==> src/rtl/router_pkt_tx.sv <==
// ============================================================================
// Module   : router_pkt_tx
// Purpose  : Buffered packet source for the 1x3 router input port. It sends a
//            header, the payload, then an XOR parity byte, and follows the
//            router's busy flow control.
// Options  : ROUTER_TX_ERR_INJ_EN adds inj_err, which corrupts the sent parity.
// Revision : 1.0 - initial release
// ============================================================================
`default_nettype none

module router_pkt_tx #(
    parameter int DEPTH = 64
) (
    input  logic                     clock,
    input  logic                     reset,
    input  logic                     wr_en,
    input  logic [7:0]               wr_data,
    input  logic                     start,
    input  logic [1:0]               dest,
    input  logic [5:0]               length,
    input  logic                     busy,
`ifdef ROUTER_TX_ERR_INJ_EN
    input  logic                     inj_err,
`endif
    output logic                     pkt_valid,
    output logic [7:0]               data_out,
    output logic                     tx_active,
    output logic                     done,
    output logic                     cfg_err,
    output logic [$clog2(DEPTH):0]   buf_count,
    output logic                     buf_full
);

    localparam int AW = $clog2(DEPTH);

    typedef enum logic [2:0] {
        S_IDLE    = 3'd0,
        S_HEADER  = 3'd1,
        S_PAYLOAD = 3'd2,
        S_PARITY  = 3'd3,
        S_DONE    = 3'd4
    } state_t;

    state_t          r_state, w_state_nxt;
    logic [7:0]      r_mem [DEPTH];
    logic [AW-1:0]   r_wr_ptr, r_rd_ptr;
    logic [AW:0]     r_count;
    logic [7:0]      r_dout, w_dout_nxt;
    logic            r_pv, w_pv_nxt;
    logic [5:0]      r_rem, w_rem_nxt;
    logic [7:0]      r_par, w_par_nxt;
    logic            r_done, r_active, r_cfg_err, w_cfg_err_nxt;
    logic            w_full, w_push, w_pop, w_accept;
    logic [7:0]      w_rd_data, w_par_out;

    assign w_full    = (r_count == (AW+1)'(DEPTH));
    assign w_push    = wr_en && !w_full;
    assign w_rd_data = r_mem[r_rd_ptr];
    assign w_accept  = (dest != 2'd3) && (length != 6'd0) && (r_count >= (AW+1)'(length));

`ifdef ROUTER_TX_ERR_INJ_EN
    logic r_inj, w_inj_nxt;
    // Only the transmitted copy is corrupted; the accumulator stays true.
    assign w_par_out = r_par ^ {7'd0, r_inj};

    always_ff @(posedge clock or posedge reset) begin
        if (reset) r_inj <= 1'b0;
        else       r_inj <= w_inj_nxt;
    end

    always_comb begin
        w_inj_nxt = r_inj;
        if (r_state == S_IDLE && start && w_accept)
            w_inj_nxt = inj_err;
    end
`else
    assign w_par_out = r_par;
`endif

    // Payload memory carries no reset; pointers and count define validity.
    always_ff @(posedge clock) begin
        if (w_push)
            r_mem[r_wr_ptr] <= wr_data;
    end

    always_ff @(posedge clock or posedge reset) begin
        if (reset) begin
            r_wr_ptr <= '0;
            r_rd_ptr <= '0;
            r_count  <= '0;
        end else begin
            if (w_push) r_wr_ptr <= r_wr_ptr + 1'b1;
            if (w_pop)  r_rd_ptr <= r_rd_ptr + 1'b1;
            case ({w_push, w_pop})
                2'b10:   r_count <= r_count + 1'b1;
                2'b01:   r_count <= r_count - 1'b1;
                default: r_count <= r_count;
            endcase
        end
    end

    always_ff @(posedge clock or posedge reset) begin
        if (reset) r_state <= S_IDLE;
        else       r_state <= w_state_nxt;
    end

    always_comb begin
        w_state_nxt   = r_state;
        w_dout_nxt    = r_dout;
        w_pv_nxt      = r_pv;
        w_rem_nxt     = r_rem;
        w_par_nxt     = r_par;
        w_pop         = 1'b0;
        w_cfg_err_nxt = 1'b0;
        case (r_state)
            S_IDLE: begin
                if (start) begin
                    if (w_accept) begin
                        w_state_nxt = S_HEADER;
                        w_dout_nxt  = {length, dest};
                        w_pv_nxt    = 1'b1;
                        w_rem_nxt   = length;
                        w_par_nxt   = {length, dest};
                    end else begin
                        w_cfg_err_nxt = 1'b1;
                    end
                end
            end
            S_HEADER, S_PAYLOAD: begin
                if (!busy) begin
                    if (r_state == S_HEADER || r_rem != 6'd0) begin
                        w_state_nxt = S_PAYLOAD;
                        w_pop       = 1'b1;
                        w_dout_nxt  = w_rd_data;
                        w_par_nxt   = r_par ^ w_rd_data;
                        w_rem_nxt   = r_rem - 6'd1;
                    end else begin
                        w_state_nxt = S_PARITY;
                        w_dout_nxt  = w_par_out;
                        w_pv_nxt    = 1'b0;
                    end
                end
            end
            S_PARITY: begin
                if (!busy) begin
                    w_state_nxt = S_DONE;
                    w_dout_nxt  = 8'd0;
                end
            end
            S_DONE: begin
                w_state_nxt = S_IDLE;
            end
            default: begin
                w_state_nxt = S_IDLE;
                w_dout_nxt  = 8'd0;
                w_pv_nxt    = 1'b0;
            end
        endcase
    end

    always_ff @(posedge clock or posedge reset) begin
        if (reset) begin
            r_dout    <= 8'd0;
            r_pv      <= 1'b0;
            r_rem     <= 6'd0;
            r_par     <= 8'd0;
            r_done    <= 1'b0;
            r_active  <= 1'b0;
            r_cfg_err <= 1'b0;
        end else begin
            r_dout    <= w_dout_nxt;
            r_pv      <= w_pv_nxt;
            r_rem     <= w_rem_nxt;
            r_par     <= w_par_nxt;
            r_done    <= (w_state_nxt == S_DONE);
            r_active  <= (w_state_nxt != S_IDLE);
            r_cfg_err <= w_cfg_err_nxt;
        end
    end

    assign pkt_valid = r_pv;
    assign data_out  = r_dout;
    assign tx_active = r_active;
    assign done      = r_done;
    assign cfg_err   = r_cfg_err;
    assign buf_count = r_count;
    assign buf_full  = w_full;

endmodule

`default_nettype wire
==> config.mk <==
export PLATFORM = sky130hd
export DESIGN_NAME = router_pkt_tx
export DESIGN_NICKNAME = d
export VERILOG_FILES = /design/src/rtl/router_pkt_tx.sv
export SDC_FILE = /design/constraint.sdc
export NUM_CORES = 1
export LEC_CHECK = 0
export BUFFER_PORTS_ARGS = -buffer_cell sky130_fd_sc_hd__buf_2
export CAP_MARGIN = 10
export CORE_MARGIN = 2
export CORE_UTILIZATION = 25
export DETAILED_ROUTE_END_ITERATION = 7
export GPL_ROUTABILITY_DRIVEN = 0
export HOLD_SLACK_MARGIN = 0.06
export PLACE_DENSITY = 0.46
export SLEW_MARGIN = 10
export SYNTH_ARGS = -nofsm -noshare
export SYNTH_HDL_FRONTEND = slang
export SYNTH_SLANG_ARGS = --single-unit
==> constraint.sdc <==
create_clock -name clock -period 9.3 [get_ports clock]
set_input_delay 1.395 -clock clock [delete_from_list [all_inputs] [get_ports clock]]
set_output_delay 1.395 -clock clock [all_outputs]
set_load 0.05 [all_outputs]
* Word level (Yosys, flattened, before mapping) *
Memories as Yosys holds them, arrays and structs flattened.
Index checks and enable logic that the tools add are counted.

operators by class
  $lt $le $gt $ge = 1
  multiplexer cells = 34
  $add $sub $neg = 5
  reductions and logical operators = 16
  bitwise gates (word level) = 3
  equal/unequal tests = 15

operators by type and width
  kind                 number
  $mux 8               7
  $pmux 8 s4           1
  $mux 6               4
  $pmux 8 s2           1
  $reduce_and 5->1     3
  $ne 2x2->1 const B   7
  $pmux 7 s2           1
  $mux 1               13
  $add 6x1->6 const B  2
  $mux 3               4
  $pmux 6 s2           1
  $reduce_bool 6->1    2
  $pmux 3 s3           1
  $xor 8x8->8          1
  $add 7x1->7 const B  1
  $eq 7x7->1 const B   1
  $ge 7x6->1           1
  $sub 7x1->7 const B  1
  $eq 3x2->1 const B   2
  $eq 3x3->1 const B   2
  $sub 6x1->6 const B  1
  $reduce_bool 2->1    2
  $reduce_or 2->1      2
  $eq 3x1->1 const B   1
  other kinds (9)      12

word-level totals
  output and inout port bits = 20
  memories kept = 1
  input port bits = 21
  memory bits (writable) = 512
  register bits = 48

memory list
  name   words  bits a word  read ports  clocked after Yosys merged registers in  wr ports  RTL line  source
  r_mem  64     8            1           0                                        1         45        logic [7:0] r_mem [DEPTH];

* Depth between registers and ports, before layout *
  depth in word-level cells = 7
  depth in mapped cells = 18
  gate-level depth less buffers = 17

* Worst setup path before layout *
No wires, ideal clock.

  path type = input -> register
  from = input busy
  to = register r_count[6] (netlist: buf_count[6])
  stages = 12
  arrival time = 3.509 ns
  path slack = 5.649 ns
  setup time = 0.142 ns
  cell sequence = or3_1 -> clkbuf_1 -> inv_2 -> ha_1 -> ha_1 -> nor2b_1 -> o21a_1 -> o21ai_0 -> nand2b_1 -> a21oi_1 -> mux2i_1 -> xnor2_1

between the ends
  cells in the longest elaborated chain, start to end = 4

RTL lines
  element                                                 RTL line  source
  from (decl)                                             21        input logic busy,
  $mux 1 *                                                130       if (!busy) begin
  $mux 1 *                                                115       case (r_state)
  via w_pop                                               53        logic w_full, w_push, w_pop, w_accept;
  $eq 2x1->1 / $eq 2x2->1 (equally long branches)         94        case ({w_push, w_pop})
  $pmux 7 s2 / $reduce_bool 2->1 (equally long branches)  --
  to (signal assigned)                                    95        2'b10: r_count <= r_count + 1'b1;
  to (signal assigned)                                    96        2'b01: r_count <= r_count - 1'b1;
  to (signal assigned)                                    97        default: r_count <= r_count;
  to (decl)                                               47        logic [AW:0] r_count;

The timed path passes the listed nets; every way through them passes the cells marked *.
A chain may end at the register's enable or synchronous reset.

* Final worst setup path *
  from = register r_rem[0]
  to = register r_count[6] (netlist: buf_count[6])

between the ends
  cells in the longest elaborated chain, start to end = 7

RTL lines
  element                                                 RTL line  source
  from (decl)                                             50        logic [5:0] r_rem, w_rem_nxt;
  from (signal assigned)                                  173       r_rem <= w_rem_nxt;
  $reduce_bool 6->1 *                                     131       if (r_state == S_HEADER || r_rem != 6'd0) begin
  $logic_or 1x1->1 *                                      131
  $mux 1 *                                                131
  $mux 1 *                                                130
  $mux 1 *                                                115
  via w_pop                                               53
  $eq 2x1->1 / $eq 2x2->1 (equally long branches)         94
  $pmux 7 s2 / $reduce_bool 2->1 (equally long branches)  --

Marks and branches as above.

==> metrics.md <==
| Metric | Value |
|---|---|
| Detailed-route via count | `11500` |
| Synthesized flop and latch total | `560` |
| Mapped Area | `0.0226 sq mm` |
| Layout cell share with drive strength beyond 1 | `0.194` |
| Worst slew pin tran | `1.02 ns` |
| I/O Buffers | `40` |
| Final hold vios | `0` |
| Starting DRC count in detailed routing | `863` |
| Synth area leader | `edfxtp_1` |
| Synth Area in Adders | `0.00973` |
| Final Critical Period | `3.98 ns` |
| Hold Path Class | `register to register` |
| Largest net degree at the start of global routing | `100` |
| Crit start category | `register` |
| Clk_skew | `0.0204 ns` |
| Status | `finished, final reports clean` |
| Number of synthesized flops with an enable pin | `512` |
| Filler cells | `8831` |
| Unrepaired setup endpoints after global routing | `no` |
| Clock root cell | `clkbuf_16` |
| CTS H-Tree Depth | `2` |
| Crit Path Max Fanout | `16` |
| Crit Path Class | `register to register` |
| Slew Limit Fails | `0` |
| Worst slew margin | `0.322` |
| Synth Net Count | `1283` |
| Max Fclk | `251 MHz` |
| TritonRoute pass-1 iters | `4` |
| Max-cap violation count | `0` |
| Place WS | `5.04 ns` |
| Fin util | `0.289` |
| Warnings, synthesis | `0` |
| Antenna Nets Post-Route | `0` |
| Synth-to-layout area growth | `14.8%` |
| GRT overflow | `0` |
| Largest family of logic cells by synthesized area | `multiplexers` |
| Hold-fix buffers, CTS | `0` |
| Vias in the first global route | `11700` |
| Die area | `0.0929 sq mm` |
| Clk sinks | `560` |
| CP endpoint kind | `register` |
| Setup TNS | `0 ns` |
| Clock Path Buffers | `3` |
| CTS tree | `yes` |
| Synth async-reset ratio | `0.0857` |
| Number of post-CTS setup repair buffers | `0` |
| First-pass GRT wire length | `81200 microns` |
| Main flop type after synthesis | `edfxtp_1` |
| Initial Util | `0.252` |
| Post-Route WL | `55300 microns` |
| Clk slew on worst S/H paths | `0.06 ns` |
| IO Pins | `41` |
| Initial antenna violation count | `1` |
| Cts repair resizes | `0` |
| Die H | `305 microns` |
| Post-synthesis mux area share | `0.133` |
| Core area | `0.0899 sq mm` |
| Required @ worst endpoint | `9.84 ns` |
| Num CTS Buffers | `59` |
| Simple-gate share of the synthesized area | `0.0409` |
| Per-cell routed wire length | `22.0 microns` |
| DRC | `0` |
| Skew-Pair Late Insertion Delay | `0.63 ns` |
| Total Power | `7.84 mW` |
| Synth top area share | `0.679` |
| Vias per cell | `4.58` |
| Syn avg cell area | `18.2 sq um` |
| Yosys cell types | `54` |
| Final setup fails | `0` |
| Synth Area in XOR/XNOR | `0.00581` |
| Worst EP arrival | `4.51 ns` |
| Overall Global Routing Usage | `0.118` |
| PnR worst setup slack | `5.32 ns` |
| Layout Nets | `1330` |
| Cells after Synth | `1245` |
| Dpl hpwl | `32200 microns` |
| Power Density | `302 mW/mm^2` |
| Die X | `305 microns` |
| Leakage power | `8.46 nW` |
| Post-synth top cells | `512 x edfxtp_1, 96 x mux4_2, 93 x nor2_1` |
| Part of the cycle the worst path needs | `0.428` |
| Row count | `110` |
| Cell with the most instances after synthesis | `edfxtp_1` |
| Maximum VDD drop | `0.176 mV` |
| Synth top area cells | `edfxtp_1 68%, mux4_2 9.6%, dfrtp_1 5.3%, mux2i_1 3.3%, nor2_1 1.5%` |
| Synth Area in Compound Gates | `0.0570` |
| Sequential fraction of the synthesis area | `0.733` |
-- final cells by class --
cell class	count	area, sq um	share of cell area
inverter	17	63.8	0.00246
timing repair buffer	59	355	0.0137
clock buffer	78	1580	0.0607
clock inverter	33	338	0.0130
multi-input combinational	595	5590	0.215
sequential	560	16600	0.638
antenna	1	2.50	0.0000963
tap	1176	1470	0.0566
-- through the flow --
step	area [sq um]	instances	hold slack (ns)
5_1_grt	26000	2518	0.507
3_5_place_dp	24100	2407	0.462
3_3_place_gp	24100	2407	0.463
4_1_cts	26000	2518	0.476
2_1_floorplan	22600	1245	0.459
6_report	26000	2519	0.476
-- layout by cell type (no fill, tap or decap), types with 3 or more instances in the layout --
| cell type | n |
|---|---|
| mux4_2 | 96 |
| a2bb2oi_1 | 5 |
| clkbuf_8 | 3 |
| nor2_1 | 92 |
| a22o_1 | 14 |
| buf_4 | 18 |
| dfrtp_2 | 3 |
| o221ai_1 | 16 |
| inv_1 | 15 |
| clkbuf_1 | 16 |
| a22oi_1 | 35 |
| mux2i_1 | 75 |
| o22ai_1 | 24 |
| xnor2_1 | 13 |
| nand3_1 | 14 |
| nor3b_1 | 3 |
| a211oi_1 | 19 |
| o21ai_0 | 17 |
| nand3b_1 | 7 |
| nor2b_1 | 6 |
| and2_1 | 8 |
| clkinv_2 | 8 |
| dfrtp_1 | 44 |
| nand2b_1 | 4 |
| edfxtp_1 | 512 |
| buf_2 | 40 |
| clkinv_1 | 14 |
| nand2_1 | 39 |
| and3_1 | 4 |
| bufinv_16 | 6 |
| or3_1 | 4 |
| mux2_2 | 9 |
| a21oi_1 | 30 |
| nor3_1 | 4 |
| a21o_1 | 10 |
| ha_1 | 16 |
| o211ai_1 | 3 |
| clkbuf_16 | 59 |
-- registers in the layout, summed over array words and instances, names as in the netlist --
name / count
r_wr_ptr: 6
cfg_err: 1
r_rd_ptr: 6
done: 1
buf_count: 7
r_par: 8
data_out: 8
tx_active: 1
pkt_valid: 1
r_rem: 6
r_mem: 512
r_state: 3
-- cells by family after synthesis --
logic type,Yosys count
xor gates and xnor gates,15
adders and majority gates,17
and+or+nand+nor,199
DFF,560
muxes,180
buffers and inverters,90
AOI/OAI and AO/OA,184
-- power by group --
group	internal, mW	switching (mW)
sequential	2.93	0.225
clock	1.36	0.983
combinational	0.934	1.40
total	5.23	2.61
-- layer usage --
metal  part of all wire  vias to the layer above  routed length, microns  GRT usage
met3              0.044                       69                    2410     0.0187
li1                   -                     5114                       -          -
met1               0.48                     6088                   26600      0.171
met4              0.020                        0                    1100     0.0322
met2               0.46                      271                   25300      0.182
met5                  0                        -                       0          0
-- worst paths after layout --
kind / slack [ns] / cells past startpoint / end / start
max in group asynchronous: 7.74 / 3 / r_rd_ptr[0]$_DFFE_PP0P_ / reset
min reg2reg: 0.48 / 1 / data_out[3]$_DFFE_PP0P_ / data_out[3]$_DFFE_PP0P_
max: 5.32 / 16 / buf_count[6]$_DFFE_PP0P_ / r_rem[0]$_DFFE_PP0P_
min: 0.48 / 1 / data_out[3]$_DFFE_PP0P_ / data_out[3]$_DFFE_PP0P_
max reg2reg: 5.32 / 16 / buf_count[6]$_DFFE_PP0P_ / r_rem[0]$_DFFE_PP0P_
min in group asynchronous: 0.98 / 3 / buf_count[4]$_DFFE_PP0P_ / reset
-- worst max-delay path, cell delays in order (launching register included) --
cell      delay (ns)
dfrtp_1         0.40
inv_1           0.09
ha_1            0.15
nor4b_1         0.46
a21oi_1         0.14
nor2b_1         0.14
or3_1           0.54
inv_2           0.20
ha_1            0.34
ha_1            0.34
nor2b_1         0.14
o21a_1          0.17
o21ai_0         0.15
nand2b_1        0.07
a21oi_1         0.18
mux2i_1         0.23
xnor2_1         0.13
Note: power is estimated with default switching activity, not from simulation.
